==> config.mk <==
export PLATFORM = sky130hd
export DESIGN_NAME = dout_emulator_flat
export DESIGN_NICKNAME = d
export VERILOG_FILES = /design/src/rtl/dout_emulator_if.sv /design/src/rtl/dout_emulator.sv /design/src/flat_wrapper.sv
export SDC_FILE = /design/constraint.sdc
export NUM_CORES = 1
export LEC_CHECK = 0
export ABC_AREA = 1
export BUFFER_PORTS_ARGS = -buffer_cell sky130_fd_sc_hd__clkbuf_2
export CORE_ASPECT_RATIO = 0.9
export CORE_MARGIN = 2
export CORE_UTILIZATION = 55
export CTS_BUF_LIST = sky130_fd_sc_hd__clkbuf_4
export CTS_CLUSTER_SIZE = 20
export DETAILED_ROUTE_END_ITERATION = 7
export GPL_TIMING_DRIVEN = 0
export PLACE_DENSITY = 0.78
export SYNTH_ARGS = -nofsm -noshare
export SYNTH_HDL_FRONTEND = slang
export SYNTH_SLANG_ARGS = --single-unit
==> constraint.sdc <==
create_clock -name clk_i -period 10.6 [get_ports clk_i]
set_input_delay 2.12 -clock clk_i [delete_from_list [all_inputs] [get_ports clk_i]]
set_output_delay 2.12 -clock clk_i [all_outputs]
set_load 0.05 [all_outputs]
==> src/rtl/dout_emulator_if.sv <==
// Parallel side of the ADC data-output emulator: frame request, eight channel
// samples, and the serial lanes plus status flags it produces.
interface dout_emulator_if;
    logic        start_i;
    logic [23:0] ch1_i, ch2_i, ch3_i, ch4_i, ch5_i, ch6_i, ch7_i, ch8_i;
    logic        dclk_o;
    logic        drdy_o;
    logic        din0_o, din1_o, din2_o, din3_o;
    logic        busy_o;
    logic        done_o;
    logic        overrun_o;

    modport master (
        output start_i, ch1_i, ch2_i, ch3_i, ch4_i, ch5_i, ch6_i, ch7_i, ch8_i,
        input  dclk_o, drdy_o, din0_o, din1_o, din2_o, din3_o, busy_o, done_o, overrun_o
    );

    modport slave (
        input  start_i, ch1_i, ch2_i, ch3_i, ch4_i, ch5_i, ch6_i, ch7_i, ch8_i,
        output dclk_o, drdy_o, din0_o, din1_o, din2_o, din3_o, busy_o, done_o, overrun_o
    );
endinterface

==> src/rtl/dout_emulator.sv <==
// ADC data-output emulator: serialises eight 24-bit samples onto four lanes as
// one drdy-framed burst, bits changing only on dclk falling edges.
module dout_emulator #(
    parameter int HALF_DIV  = 4,
    parameter int SLOT_BITS = 32
) (
    input  logic           clk_i,
    input  logic           reset,
    dout_emulator_if.slave bus
);
    localparam int CNT_W     = (HALF_DIV > 1) ? $clog2(HALF_DIV) : 1;
    localparam int LANE_BITS = 2 * SLOT_BITS;
    localparam int N_LANES   = 4;

    typedef enum logic [1:0] {IDLE, ARMED, SHIFT} state_t;

    logic [CNT_W-1:0]     cnt_reg;
    logic                 dclk_reg;
    logic                 tick;
    logic                 fall;
    logic [23:0]          ch_arr    [2*N_LANES];
    logic [LANE_BITS-1:0] load_word [N_LANES];
    logic [LANE_BITS-1:0] lane_reg  [N_LANES];
    logic [N_LANES-1:0]   din_reg;
    logic                 drdy_reg;
    logic                 busy_reg;
    logic                 done_reg;
    logic                 overrun_reg;
    logic [5:0]           bit_cnt_reg;
    state_t               state_reg;
    logic                 last_fall;

    assign ch_arr[0] = bus.ch1_i;
    assign ch_arr[1] = bus.ch2_i;
    assign ch_arr[2] = bus.ch3_i;
    assign ch_arr[3] = bus.ch4_i;
    assign ch_arr[4] = bus.ch5_i;
    assign ch_arr[5] = bus.ch6_i;
    assign ch_arr[6] = bus.ch7_i;
    assign ch_arr[7] = bus.ch8_i;

    // Each lane carries two consecutive channels, each tagged with its index.
    generate
        for (genvar gi = 0; gi < N_LANES; gi++) begin : g_lane
            assign load_word[gi] = {5'b00000, 3'(2*gi),     ch_arr[2*gi],
                                    5'b00000, 3'(2*gi + 1), ch_arr[2*gi + 1]};
        end
    endgenerate

    assign tick      = (cnt_reg == CNT_W'(HALF_DIV - 1));
    assign fall      = dclk_reg && tick;
    assign last_fall = (state_reg == SHIFT) && fall && (bit_cnt_reg == 6'(LANE_BITS - 1));

    // Free-running divider; dclk keeps toggling even with no frame pending.
    always_ff @(posedge clk_i) begin
        if (reset) begin
            cnt_reg  <= '0;
            dclk_reg <= 1'b0;
        end else if (tick) begin
            cnt_reg  <= '0;
            dclk_reg <= ~dclk_reg;
        end else begin
            cnt_reg  <= cnt_reg + 1'b1;
        end
    end

    always_ff @(posedge clk_i) begin
        if (reset) begin
            state_reg   <= IDLE;
            din_reg     <= '0;
            drdy_reg    <= 1'b0;
            busy_reg    <= 1'b0;
            done_reg    <= 1'b0;
            overrun_reg <= 1'b0;
            bit_cnt_reg <= '0;
            for (int i = 0; i < N_LANES; i++) lane_reg[i] <= '0;
        end else begin
            done_reg    <= 1'b0;
            overrun_reg <= 1'b0;
            case (state_reg)
                IDLE: begin
                    if (bus.start_i) begin
                        for (int i = 0; i < N_LANES; i++) lane_reg[i] <= load_word[i];
                        busy_reg  <= 1'b1;
                        state_reg <= ARMED;
                    end
                end
                ARMED: begin
                    if (bus.start_i) overrun_reg <= 1'b1;
                    if (fall) begin
                        for (int i = 0; i < N_LANES; i++) din_reg[i] <= lane_reg[i][LANE_BITS-1];
                        drdy_reg    <= 1'b1;
                        bit_cnt_reg <= '0;
                        state_reg   <= SHIFT;
                    end
                end
                SHIFT: begin
                    if (bus.start_i && !last_fall) overrun_reg <= 1'b1;
                    if (last_fall) begin
                        din_reg  <= '0;
                        drdy_reg <= 1'b0;
                        done_reg <= 1'b1;
                        // A start landing on the final edge chains straight into the next frame.
                        if (bus.start_i) begin
                            for (int i = 0; i < N_LANES; i++) lane_reg[i] <= load_word[i];
                            state_reg <= ARMED;
                        end else begin
                            busy_reg  <= 1'b0;
                            state_reg <= IDLE;
                        end
                    end else if (fall) begin
                        for (int i = 0; i < N_LANES; i++) begin
                            din_reg[i]  <= lane_reg[i][LANE_BITS-2];
                            lane_reg[i] <= {lane_reg[i][LANE_BITS-2:0], 1'b0};
                        end
                        drdy_reg    <= 1'b0;
                        bit_cnt_reg <= bit_cnt_reg + 1'b1;
                    end
                end
                default: state_reg <= IDLE;
            endcase
        end
    end

    assign bus.dclk_o    = dclk_reg;
    assign bus.drdy_o    = drdy_reg;
    assign bus.din0_o    = din_reg[0];
    assign bus.din1_o    = din_reg[1];
    assign bus.din2_o    = din_reg[2];
    assign bus.din3_o    = din_reg[3];
    assign bus.busy_o    = busy_reg;
    assign bus.done_o    = done_reg;
    assign bus.overrun_o = overrun_reg;
endmodule

==> src/flat_wrapper.sv <==
// flat-port wrapper written by rule: the top's interface ports become plain ports
module dout_emulator_flat 
#(
    parameter int HALF_DIV  = 4,
    parameter int SLOT_BITS = 32
)
  (clk_i, reset, bus_start_i, bus_ch1_i, bus_ch2_i, bus_ch3_i, bus_ch4_i, bus_ch5_i, bus_ch6_i, bus_ch7_i, bus_ch8_i, bus_dclk_o, bus_drdy_o, bus_din0_o, bus_din1_o, bus_din2_o, bus_din3_o, bus_busy_o, bus_done_o, bus_overrun_o);
  dout_emulator_if bus_i ();
  input  logic clk_i;
  input  logic reset;
  input wire logic [$bits(bus_i.start_i)-1:0] bus_start_i;
  input wire logic [$bits(bus_i.ch1_i)-1:0] bus_ch1_i;
  input wire logic [$bits(bus_i.ch2_i)-1:0] bus_ch2_i;
  input wire logic [$bits(bus_i.ch3_i)-1:0] bus_ch3_i;
  input wire logic [$bits(bus_i.ch4_i)-1:0] bus_ch4_i;
  input wire logic [$bits(bus_i.ch5_i)-1:0] bus_ch5_i;
  input wire logic [$bits(bus_i.ch6_i)-1:0] bus_ch6_i;
  input wire logic [$bits(bus_i.ch7_i)-1:0] bus_ch7_i;
  input wire logic [$bits(bus_i.ch8_i)-1:0] bus_ch8_i;
  output wire logic [$bits(bus_i.dclk_o)-1:0] bus_dclk_o;
  output wire logic [$bits(bus_i.drdy_o)-1:0] bus_drdy_o;
  output wire logic [$bits(bus_i.din0_o)-1:0] bus_din0_o;
  output wire logic [$bits(bus_i.din1_o)-1:0] bus_din1_o;
  output wire logic [$bits(bus_i.din2_o)-1:0] bus_din2_o;
  output wire logic [$bits(bus_i.din3_o)-1:0] bus_din3_o;
  output wire logic [$bits(bus_i.busy_o)-1:0] bus_busy_o;
  output wire logic [$bits(bus_i.done_o)-1:0] bus_done_o;
  output wire logic [$bits(bus_i.overrun_o)-1:0] bus_overrun_o;
  assign bus_i.start_i = bus_start_i;
  assign bus_i.ch1_i = bus_ch1_i;
  assign bus_i.ch2_i = bus_ch2_i;
  assign bus_i.ch3_i = bus_ch3_i;
  assign bus_i.ch4_i = bus_ch4_i;
  assign bus_i.ch5_i = bus_ch5_i;
  assign bus_i.ch6_i = bus_ch6_i;
  assign bus_i.ch7_i = bus_ch7_i;
  assign bus_i.ch8_i = bus_ch8_i;
  assign bus_dclk_o = bus_i.dclk_o;
  assign bus_drdy_o = bus_i.drdy_o;
  assign bus_din0_o = bus_i.din0_o;
  assign bus_din1_o = bus_i.din1_o;
  assign bus_din2_o = bus_i.din2_o;
  assign bus_din3_o = bus_i.din3_o;
  assign bus_busy_o = bus_i.busy_o;
  assign bus_done_o = bus_i.done_o;
  assign bus_overrun_o = bus_i.overrun_o;
  dout_emulator #(.HALF_DIV(HALF_DIV), .SLOT_BITS(SLOT_BITS)) u_core (.clk_i(clk_i), .reset(reset), .bus(bus_i));
endmodule
[Word level (Yosys, flattened, before mapping)]
Memories as Yosys holds them, arrays and structs flattened.
Cells that the tools add are included.
Storage, ports and cells
  bits in registers: 19
  output and inout port bits: 9
  logic and storage cells: 102
  memory bits (read-only): 0
  RAM bits: 256
  memories kept: 1
  bits in latches: 0
Cells by class
  magnitude comparators: 0
  shift-type cells: 0
  multiplexer cells: 51
  equality and inequality tests: 11
  divide/modulo/power cells: 0
  reduce and logical (&&, ||, !) cells: 14
  $add $sub $neg: 2
  $mul: 0
  bitwise operators: 14
Memories
  u_core.lane_reg: words 4, width 64, read ports 4, clocked after memory_dff 0, wr ports 4, RTL line dout_emulator.sv:23  | logic [LANE_BITS-1:0] lane_reg [N_LANES];
Operators with widths (count)
  64-bit 2-to-1 mux: 12
  1-bit 2-to-1 mux: 24
  6-bit 2-to-1 mux: 3
  4-bit 2-to-1 mux: 3
  1-bit bitwise OR: 12
  6-bit one-hot mux with 2 select lines: 1
  4-bit one-hot mux with 2 select lines: 1
  4-bit AND reduction: 2
  6-bit by 1-bit adder with 6-bit output (second input constant): 1
  6-bit == test (second input constant): 1
  2-bit 2-to-1 mux: 3
  2-bit by 1-bit inequality test with 1-bit output (second input constant): 3
  2-bit inequality test (second input constant): 3
  1-bit one-hot mux with 2 select lines: 3
  2-bit one-hot mux with 3 select lines: 1
  3-bit AND reduction: 2
  2-bit == test (second input constant): 2
  1-bit logical AND: 4
  2-bit nonzero test: 2
  2-bit OR reduction: 2
  3-bit by 1-bit inequality test with 1-bit output (second input constant): 1
  2-bit by 1-bit adder with 2-bit output (second input constant): 1
  2-bit by 1-bit == test with 1-bit output (second input constant): 1
  2-bit logical NOT: 1
  other kinds (2): 3

[Logic depth before layout (Yosys ltp)]
Gate-level depths: netlist of run 1.
  depth in word-level cells: 10
  depth in mapped cells: 13
  depth with buffers taken out: 11

[Worst setup path before layout of run 1]
Ideal clock, no wire load.
  kind: in2reg
  start: input reset
  end: memory u_core.lane_reg[3][0] (netlist name) (enable)
  library setup time: 0.852 ns
  required time: 9.748 ns
  path slack: 5.488 ns
  arrival: 4.260 ns
  buffers on the path: 2
  stages: 7
  cell sequence: inv_2 -> nand2_1 -> inv_1 -> nand3_1 -> buf_2 -> buf_2 -> nand3_1
RTL lines
  from (decl): RTL line flat_wrapper.sv:10  | input logic reset;
  to (decl): RTL line dout_emulator.sv:23

==> qor.txt, run 1 <==
Status = complete, no violations
Antenna-violating nets left = 0
Worst path max stage delay = 0.68 ns
Arrival @ worst endpoint = 4.09 ns
H-tree depth = 3
Pin count of the biggest net entering global routing = 67
Setup Skew = 0.0295 ns
Synth Area in Adders = 0.714%
Cell area after synthesis = 12300 um^2
Synth cell types = 22
Syn_area_per_cell = 9.89 um^2
Clock-pin slew on the worst setup and hold paths = 0.06 ns
Cts bufs inserted = 72
Most frequent cells in the layout = nand2_1 (442), edfxtp_1 (253), nand3_1 (211)
Cell count after synthesis = 1240
Synth warn = 0
Die ar. = 23500 um^2
Post-synth top area share = 61.9%
Crit path required time = 10.71 ns
Endpoints failing setup = 0
Period utilization = 37.6%
Fmax = 0.251 GHz
Mux share of post-synthesis cell area = 0%
Hold crit path type = flip-flop to flip-flop
Final core utilization = 67.4%
First-iteration detailed-routing DRC count = 873
Fill count = 1720
Compound-Gate Fraction of Synth Area = 1.10%
Resized Gates After CTS = 0
Leak = 6.91 nW
Area of the multi-input gates = 3560 um^2
Total power = 2.99 mW
PD cells = 204 nW/um^2
Core ar. = 21800 um^2
Slew Viols, Final = 0
Cell with the largest stage delay on the worst path = nand3_4
Initial antenna violation count = 2
Via count = 9785
Cell taking the most area after synthesis = edfxtp_1
CTS max path bufs = 3
Syn Nets = 1442
Largest delay share family, worst path = buffers and inverters
P&R area growth vs syn = 19.6%
Share of layout cells above drive strength 1 = 25.2%
GRT overflow = 0
Vert. Die Dim = 146 um
Largest family of logic cells by synthesized area = simple AND/OR/NAND/NOR gates
Drt total wl = 28.0 mm
DP HPWL = 18.8 mm
Ys flop type = edfxtp_1
CTS root buf = clkbuf_4
Peak VDD IR = 0.107 mV
Site row count = 51
Maxcap violations = 0
Initial Util = 56.4%
Nets = 1722
Routability cong. = 0.843
Drt first pass iters = 5
IO Port Bufs = 203
Sequential cell area = 8040 um^2
Crit path time final = 3.98 ns
Remaining DRCs = 0
Post-CTS Setup Bufs = 0
CP most frequent cell = buf_2
Die Width = 161 um
Max FFs per register = 256
Post-synth EDFFs = 253
Post-synthesis simple-gate area fraction = 26.8%
Setup tns final = 0 ns
CP Max Fanout = 63
Hold-fix buffers at CTS = 0
Crit Path Class = input port to flip-flop
Critical Path Start Type = input port
CTS tree = built
Slew HR = 39.9%
Buf/Inv on CP = 5
RSZ-0062 raised after global routing = false
Post-synthesis async set-or-reset flop share = 0%
Final hold vios = 0
Synth top area cells = edfxtp_1 (62%), nand2_1 (14%), nand3_1 (8.8%)
Kind of end point of the critical path = flip-flop
Commonest non-fill, non-tap cell in the layout = nand2_1
Number of top-level pins = 204
Least-Margin Pin Slew = 0.901 ns
Vias in the first global route = 9493
First-pass GRT wire length = 45.2 mm
Number of vias per cell = 5.24
Register area share after synthesis = 65.5%
# clock sinks = 275
Xor/xnor share of the synthesized area = 0%
Clock latency on the worst-skew pair = 0.65 ns
Wirelength per Cell = 15.0 um
Synth Register Bits = 275
Global-route usage over all layers = 24.2%
CP cell instances = clkbuf_2, inv_2, nand2_1, inv_1, nand3_1, buf_2, buf_2, nand3_4
==> routing by layer <==
layer | wire, um | track usage, % | up-vias
li1 | - | - | 4782
met2 | 13100 | 37.9 | 435
met4 | 700 | 10.0 | 0
met1 | 11700 | 32.7 | 4508
met5 | 0 | 0 | -
met3 | 2420 | 5.81 | 60
==> layout make-up <==
type	instances	area share [%]
well taps	291	2.48
repair buffers	206	7.44
inverters	84	2.15
plain buffers	79	2.75
multi-input cells	802	24.3
diodes	1	0.0171
clock inverters	26	0.878
flip-flops and latches	275	54.8
clock buffers	102	5.22
==> final timing paths <==
| check | start | slack [ns] | depth (start not counted) | to |
|---|---|---|---|---|
| hold / removal | u_core.cnt_reg[0]$_SDFF_PP0_ | 0.42 | 1 | u_core.cnt_reg[0]$_SDFF_PP0_ |
| hold reg to reg | u_core.cnt_reg[0]$_SDFF_PP0_ | 0.42 | 1 | u_core.cnt_reg[0]$_SDFF_PP0_ |
| setup / recovery | reset | 6.62 | 8 | u_core.lane_reg[2][5]$_DFFE_PP_ |
| setup reg to reg | u_core.state_reg[0]$_SDFFE_PP0P_ | 7.39 | 11 | u_core.lane_reg[2][5]$_DFFE_PP_ |
==> where the power goes <==
group	switching, mW	internal (mW)
logic	0.411	0.166
registers	0.0633	1.45
clock network	0.430	0.470
total	0.905	2.09
==> worst reg2reg max path, stage by stage, from the launching register on <==
cell	delay, ns
dfxtp_1	0.44
inv_1	0.10
ha_1	0.20
buf_4	0.16
inv_2	0.07
nor2_4	0.05
inv_2	0.08
nor2_2	0.05
nand2_2	0.17
buf_2	0.26
buf_2	0.33
nand3_4	0.69
==> metrics by stage <==
stage | hold WS [ns] | cells | area (um^2) | worst slack [ns]
3_3_place_gp | 0.408 | 1734 | 13600 | 4.09
4_1_cts | 0.430 | 1865 | 14700 | 6.67
5_1_grt | 0.462 | 1866 | 14700 | 6.48
2_1_floorplan | 0.398 | 1240 | 12300 | 5.49
3_5_place_dp | 0.419 | 1737 | 13800 | 5.96
6_report | 0.425 | 1866 | 14700 | 6.62
==> cells in the mapped netlist (5+ instances only) <==
cell type and count:
inv_1 80, nor2_1 63, a21oi_1 16, o21ai_0 11
buf_4 7, dfxtp_1 22, nand4_1 33, edfxtp_1 253
nand2_2 5, nand2_1 442, nand3_1 215, ha_1 7
clkbuf_1 9, buf_2 58
==> cells by family after synthesis <==
family          count (synthesis)
compound gates                 27
buf+inv                       163
fa+ha+maj                       7
simple gates                  768
flops                         275
(Power assumes the default switching activity.)
==> run 2: changes to the inputs <==
--- a/config.mk
+++ b/config.mk
@@ -9,12 +9,12 @@
 export BUFFER_PORTS_ARGS = -buffer_cell sky130_fd_sc_hd__clkbuf_2
 export CORE_ASPECT_RATIO = 0.9
 export CORE_MARGIN = 2
-export CORE_UTILIZATION = 55
+export CORE_UTILIZATION = 53
 export CTS_BUF_LIST = sky130_fd_sc_hd__clkbuf_4
 export CTS_CLUSTER_SIZE = 20
 export DETAILED_ROUTE_END_ITERATION = 7
 export GPL_TIMING_DRIVEN = 0
-export PLACE_DENSITY = 0.78
+export PLACE_DENSITY = 0.79
 export SYNTH_ARGS = -nofsm -noshare
 export SYNTH_HDL_FRONTEND = slang
 export SYNTH_SLANG_ARGS = --single-unit
==> constraint.sdc (replaced) <==
create_clock -name clk_i -period 3.5 [get_ports clk_i]
set_input_delay 0.7 -clock clk_i [delete_from_list [all_inputs] [get_ports clk_i]]
set_output_delay 0.7 -clock clk_i [all_outputs]
set_load 0.05 [all_outputs]
==> qor.txt, run 2 (synthesized netlist as in run 1, its figures left out) <==
Clock latency on the worst-skew pair = 0.67 ns (+0.02 ns)
Wirelength per Cell = 14.9 um (-0.69%)
P&R area growth vs syn = 20.0%
Routability cong. = 0.859 (+1.9%)
Cts bufs inserted = 71 (-1.4%)
Slew HR = 39.3% (-0.66 points)
Die ar. = 24400 um^2 (+3.7%)
Drt total wl = 27.9 mm (-0.48%)
First-iteration detailed-routing DRC count = 717 (-18%)
Slew Viols, Final = 0 (unchanged)
Resized Gates After CTS = 0 (unchanged)
DP HPWL = 18.9 mm (+0.36%)
Pin count of the biggest net entering global routing = 67 (unchanged)
Clock-pin slew on the worst setup and hold paths = 0.06 ns (about the same)
Period utilization = 89.4%
CTS max path bufs = 3 (unchanged)
# clock sinks = 275 (unchanged)
Critical Path Start Type = flip-flop
Arrival @ worst endpoint = 3.24 ns (-0.85 ns)
Total power = 9.19 mW (+210%)
Fin area = 14700 um^2 (+0.35%)
Drt first pass iters = 6 (+1)
Most frequent cells in the layout = nand2_1 (442), edfxtp_1 (253), nand3_1 (211)
Final setup margin = 0.371 ns (-6.25 ns)
Final hold vios = 0 (unchanged)
RSZ-0062 raised after global routing = false
First-pass GRT wire length = 44.1 mm (-2.4%)
Reg2Reg Setup Slack = 0.37 ns (-7.02 ns)
GRT overflow = 0 (unchanged)
Peak VDD IR = 0.340 mV (+220%)
Max FFs per register = 256 (unchanged)
Remaining DRCs = 0 (unchanged)
Worst hold slack = 0.277 ns (-0.147 ns)
Post-CTS Setup Bufs = 0 (unchanged)
Fmax = 0.320 GHz
Crit path required time = 3.61 ns (-7.10 ns)
Number of top-level pins = 204 (unchanged)
Endpoints failing setup = 0 (unchanged)
Leak = 6.94 nW (+0.52%)
Site row count = 52 (+2.0%)
Placed cells = 1743 (+0.35%)
Die Width = 164 um (+1.8%)
Antenna-violating nets left = 0 (unchanged)
CTS tree = built
Initial Util = 54.3% (-2.0 points)
Setup WS pre-CTS = 0.300 ns (-5.66 ns)
Status = complete, no violations
Vert. Die Dim = 148 um (+1.8%)
Hold-fix buffers at CTS = 0 (unchanged)
Commonest non-fill, non-tap cell in the layout = nand2_1
Crit path time final = 3.13 ns
CP Max Fanout = 63 (unchanged)
Vias in the first global route = 9348 (-1.5%)
Kind of end point of the critical path = flip-flop
Via count = 9737 (-0.49%)
Setup Skew = 0.0395 ns (+0.00997 ns)
Least-Margin Pin Slew = 0.911 ns (+0.00993 ns)
Final Non-Filler Cells = 1870 (+0.21%)
Dpl cell area = 13800 um^2 (about the same)
Global-route usage over all layers = 23.1% (-1.1 points)
Hold crit path type = input port to flip-flop
Number of vias per cell = 5.21 (-0.70%)
Initial antenna violation count = 1 (-1)
Core ar. = 22600 um^2 (+3.8%)
IO Port Bufs = 203 (unchanged)
Crit Path Class = flip-flop to flip-flop
PD cells = 624 nW/um^2 (+210%)
H-tree depth = 3 (unchanged)
Share of layout cells above drive strength 1 = 26.0% (+0.80 points)
CTS root buf = clkbuf_4
Maxcap violations = 0 (unchanged)
Nets = 1721 (-0.058%)
-- run 2: metrics by stage --
step                TNS [ns]  utilization [%]
detailed placement         0             61.0
global placement     -294.79             60.5
finish                     0             65.2
CTS                        0             65.2
global route               0             65.2
floorplan             -34.84                -
-- run 2: worst max-delay path, cell delays in order (launching register included) --
cell     delay [ns]
dfxtp_1        0.40
inv_1          0.08
ha_1           0.19
buf_4          0.16
inv_2          0.07
nor2_4         0.05
inv_2          0.07
nor2_2         0.05
nand2_2        0.18
buf_2          0.25
buf_2          0.32
nand3_4        0.68
-- run 2: worst paths after layout --
kind	startpoint	endpoint	depth (start not counted)
setup reg to reg	u_core.state_reg[0]$_SDFFE_PP0P_	u_core.lane_reg[2][17]$_DFFE_PP_	11
setup / recovery	u_core.state_reg[0]$_SDFFE_PP0P_	u_core.lane_reg[2][17]$_DFFE_PP_	11
hold / removal	bus_ch2_i[0]	u_core.lane_reg[0][0]$_SDFFE_PP0P_	3
hold reg to reg	u_core.cnt_reg[0]$_SDFF_PP0_	u_core.cnt_reg[0]$_SDFF_PP0_	1
-- run 2: final cells by class --
type,count,area (um^2)
fill,1804,7860
clock inverter,9,60.1
multi-input combinational,802,3560
sequential,275,8040
buffer,79,403
tap,297,372
inverter,84,315
clock buffer,117,878
antenna,1,2.50
timing repair buffer,206,1090
-- run 2: layer usage --
layer / vias up / share of wire, % / GRT usage (%)
met5: - / 0 / 0
met4: 0 / 2.7 / 10.0
met3: 65 / 6.6 / 4.57
met2: 354 / 46 / 35.9
met1: 4544 / 44 / 31.9
li1: 4774 / - / -
-- run 2: power by group --
part           internal [mW]  switching, mW  total [mW]  leakage, nW
clock                   1.58           1.29        2.87        0.570
combinational          0.502           1.24        1.74         3.47
sequential              4.39          0.189        4.58         2.90
total                   6.47           2.72        9.19         6.94
==> run 3: changes to the inputs <==
--- a/config.mk
+++ b/config.mk
@@ -14,7 +14,7 @@
 export CTS_CLUSTER_SIZE = 20
 export DETAILED_ROUTE_END_ITERATION = 7
 export GPL_TIMING_DRIVEN = 0
-export PLACE_DENSITY = 0.79
+export PLACE_DENSITY_LB_ADDON = 0.2
 export SYNTH_ARGS = -nofsm -noshare
 export SYNTH_HDL_FRONTEND = slang
 export SYNTH_SLANG_ARGS = --single-unit
==> qor.txt, run 3 (synthesized netlist as in run 1, its figures left out) <==
Status = complete, no violations
Worst path max stage delay = 0.41 ns (-0.27 ns)
Global-route usage over all layers = 22.7% (-0.43 points)
Vert. Die Dim = 148 um (unchanged)
Resized Gates After CTS = 0 (unchanged)
DP HPWL = 18.3 mm (-3.0%)
Max FFs per register = 256 (unchanged)
Critical Path Start Type = flip-flop
Crit path time final = 2.84 ns (-0.293 ns)
Number of vias per cell = 5.12 (-1.7%)
Vias in the first global route = 8966 (-4.1%)
Final Non-Filler Cells = 1864 (-0.32%)
Routability cong. = 0.796 (-7.3%)
CTS tree = built
Total power = 9.29 mW (+1.1%)
Initial antenna violation count = 2 (+1)
Maxcap violations = 0 (unchanged)
Sequential cell area = 8040 um^2 (unchanged)
Endpoints failing setup = 0 (unchanged)
CP Max Fanout = 46 (-27%)
Number of top-level pins = 204 (unchanged)
Die ar. = 24400 um^2 (unchanged)
Least-Margin Pin Slew = 0.885 ns (-0.0266 ns)
Slew HR = 41.0% (+1.8 points)
Post-CTS Setup Bufs = 0 (unchanged)
Comb pwr share = 19.0% (about the same)
Drt total wl = 27.3 mm (-1.9%)
H-tree depth = 3 (unchanged)
Hold crit path type = input port to flip-flop
Share of layout cells above drive strength 1 = 25.8% (-0.22 points)
Die Width = 164 um (unchanged)
Via count = 9538 (-2.0%)
Sw Ratio = 28.9% (-0.72 points)
Commonest non-fill, non-tap cell in the layout = nand2_1
Initial Util = 54.3% (unchanged)
Clock latency on the worst-skew pair = 0.66 ns (about the same)
Final hold vios = 0 (unchanged)
Sequential power share = 49.1% (-0.7 points)
P&R area growth vs syn = 20.5%
Placed cells = 1744 (+0.057%)
First-pass GRT wire length = 43.3 mm (-1.8%)
IO Port Bufs = 203 (unchanged)
Nets = 1722 (+0.058%)
Pin count of the biggest net entering global routing = 65 (-3.0%)
CTS root buf = clkbuf_4
Clock-pin slew on the worst setup and hold paths = 0.06 ns (about the same)
Wirelength per Cell = 14.7 um (-1.6%)
Most frequent cells in the layout = nand2_1 (442), edfxtp_1 (253), nand3_1 (211)
Area of the multi-input gates = 3560 um^2 (unchanged)
Drt first pass iters = 5 (-1)
Fill count = 1849 (+2.5%)
Cts bufs inserted = 71 (unchanged)
Clock share of power = 31.9% (+0.7 points)
Setup Skew = 0.0317 ns (-0.00771 ns)
RSZ-0062 raised after global routing = false
Peak VDD IR = 0.317 mV (-6.7%)
Fmax = 0.353 GHz (+10%)
First-iteration detailed-routing DRC count = 665 (-7.3%)
Switching power of the nets = 2.69 mW (-1.3%)
Crit Path Class = flip-flop to flip-flop
CP cell instances = inv_1, ha_1, buf_4, inv_2, nor2_4, inv_2, nor2_2, nand2_2, buf_2, buf_2, nand3_4, buf_16
Crit path required time = 3.86 ns (+0.25 ns)
Arrival @ worst endpoint = 3.19 ns (-0.05 ns)
Cell with the largest stage delay on the worst path = dfxtp_1
Leak = 6.96 nW (+0.17%)
CTS max path bufs = 3 (unchanged)
GRT overflow = 0 (unchanged)
Final setup margin = 0.664 ns (+0.293 ns)
Kind of end point of the critical path = flip-flop
Remaining DRCs = 0 (unchanged)
Antenna-violating nets left = 0 (unchanged)
Period utilization = 81.0% (-8.4 points)
PD cells = 629 nW/um^2 (+0.70%)
Reg2Reg Setup Slack = 0.66 ns (+0.29 ns)
Slew Viols, Final = 0 (unchanged)
Site row count = 52 (unchanged)
# clock sinks = 275 (unchanged)
P_int = 6.61 mW (+2.1%)
Setup WS pre-CTS = 0.679 ns (+0.379 ns)
Core ar. = 22600 um^2 (unchanged)
Hold-fix buffers at CTS = 0 (unchanged)
## run 3: changes by cell type in the layout (fill, tap and decap cells not counted)
cell        change
buf_16          +2
buf_12          -1
clkbuf_4        -8
inv_2           -2
bufinv_16       +3
clkinv_1        -1
clkinvlp_4      +1
## run 3: area by class of cell
class / instances / share of cell area, %
inverter: 84 / 2.13
tap: 297 / 2.51
clock inverter: 10 / 0.990
clock buffer: 109 / 5.54
antenna: 1 / 0.0169
sequential: 275 / 54.4
buffer: 79 / 2.73
multi-input combinational: 802 / 24.1
timing repair buffer: 207 / 7.62
## run 3: per-stage QoR
step / utilization (%) / setup TNS [ns] / cell area [um^2] / hold slack [ns]
after floorplan: - / -34.84 / 12300 / 0.398
after global placement: 60.5 / -310.93 / 13700 / 0.408
after detailed placement: 61.2 / 0 / 13800 / 0.426
after CTS: 65.5 / 0 / 14800 / 0.250
after global routing: 65.5 / 0 / 14800 / 0.272
final: 65.5 / 0 / 14800 / 0.296
## run 3: power groups by stage
stage / clock network, mW / logic (mW) / registers (mW)
after floorplan: 0 / 1.10 / 4.69
after global placement: 0 / 1.64 / 4.68
after detailed placement: 0 / 1.77 / 4.63
after CTS: 3.03 / 1.78 / 4.57
after global routing: 3.18 / 1.98 / 4.62
final: 2.96 / 1.76 / 4.57
## run 3: path summary, 6_finish.rpt
path                                                        from                                 end  cells past startpoint
worst max-delay path            u_core.state_reg[0]$_SDFFE_PP0P_    u_core.lane_reg[3][46]$_DFFE_PP_                     12
worst min-delay path                                bus_ch4_i[0]  u_core.lane_reg[1][0]$_SDFFE_PP0P_                      3
worst max register to register  u_core.state_reg[0]$_SDFFE_PP0P_    u_core.lane_reg[3][46]$_DFFE_PP_                     12
worst min register to register      u_core.cnt_reg[0]$_SDFF_PP0_        u_core.cnt_reg[0]$_SDFF_PP0_                      1
## run 3: layer usage
layer / share of wire, % / GRT usage, % / vias to the layer above / wire length [um]
met1: 45 / 32.3 / 4397 / 12400
met2: 45 / 34.2 / 316 / 12400
met4: 2.1 / 8.39 / 2 / 568
li1: - / - / 4770 / -
met3: 7.3 / 5.19 / 53 / 1980
met5: 0.048 / 0 / - / 13
## run 3: worst max-delay path: cells and delay by family, from the launching register on
family / cells / cell delay (ns)
buf+inv: 7 / 1.31
simple gates: 4 / 0.59
fa+ha+maj: 1 / 0.20
flops: 1 / 0.41
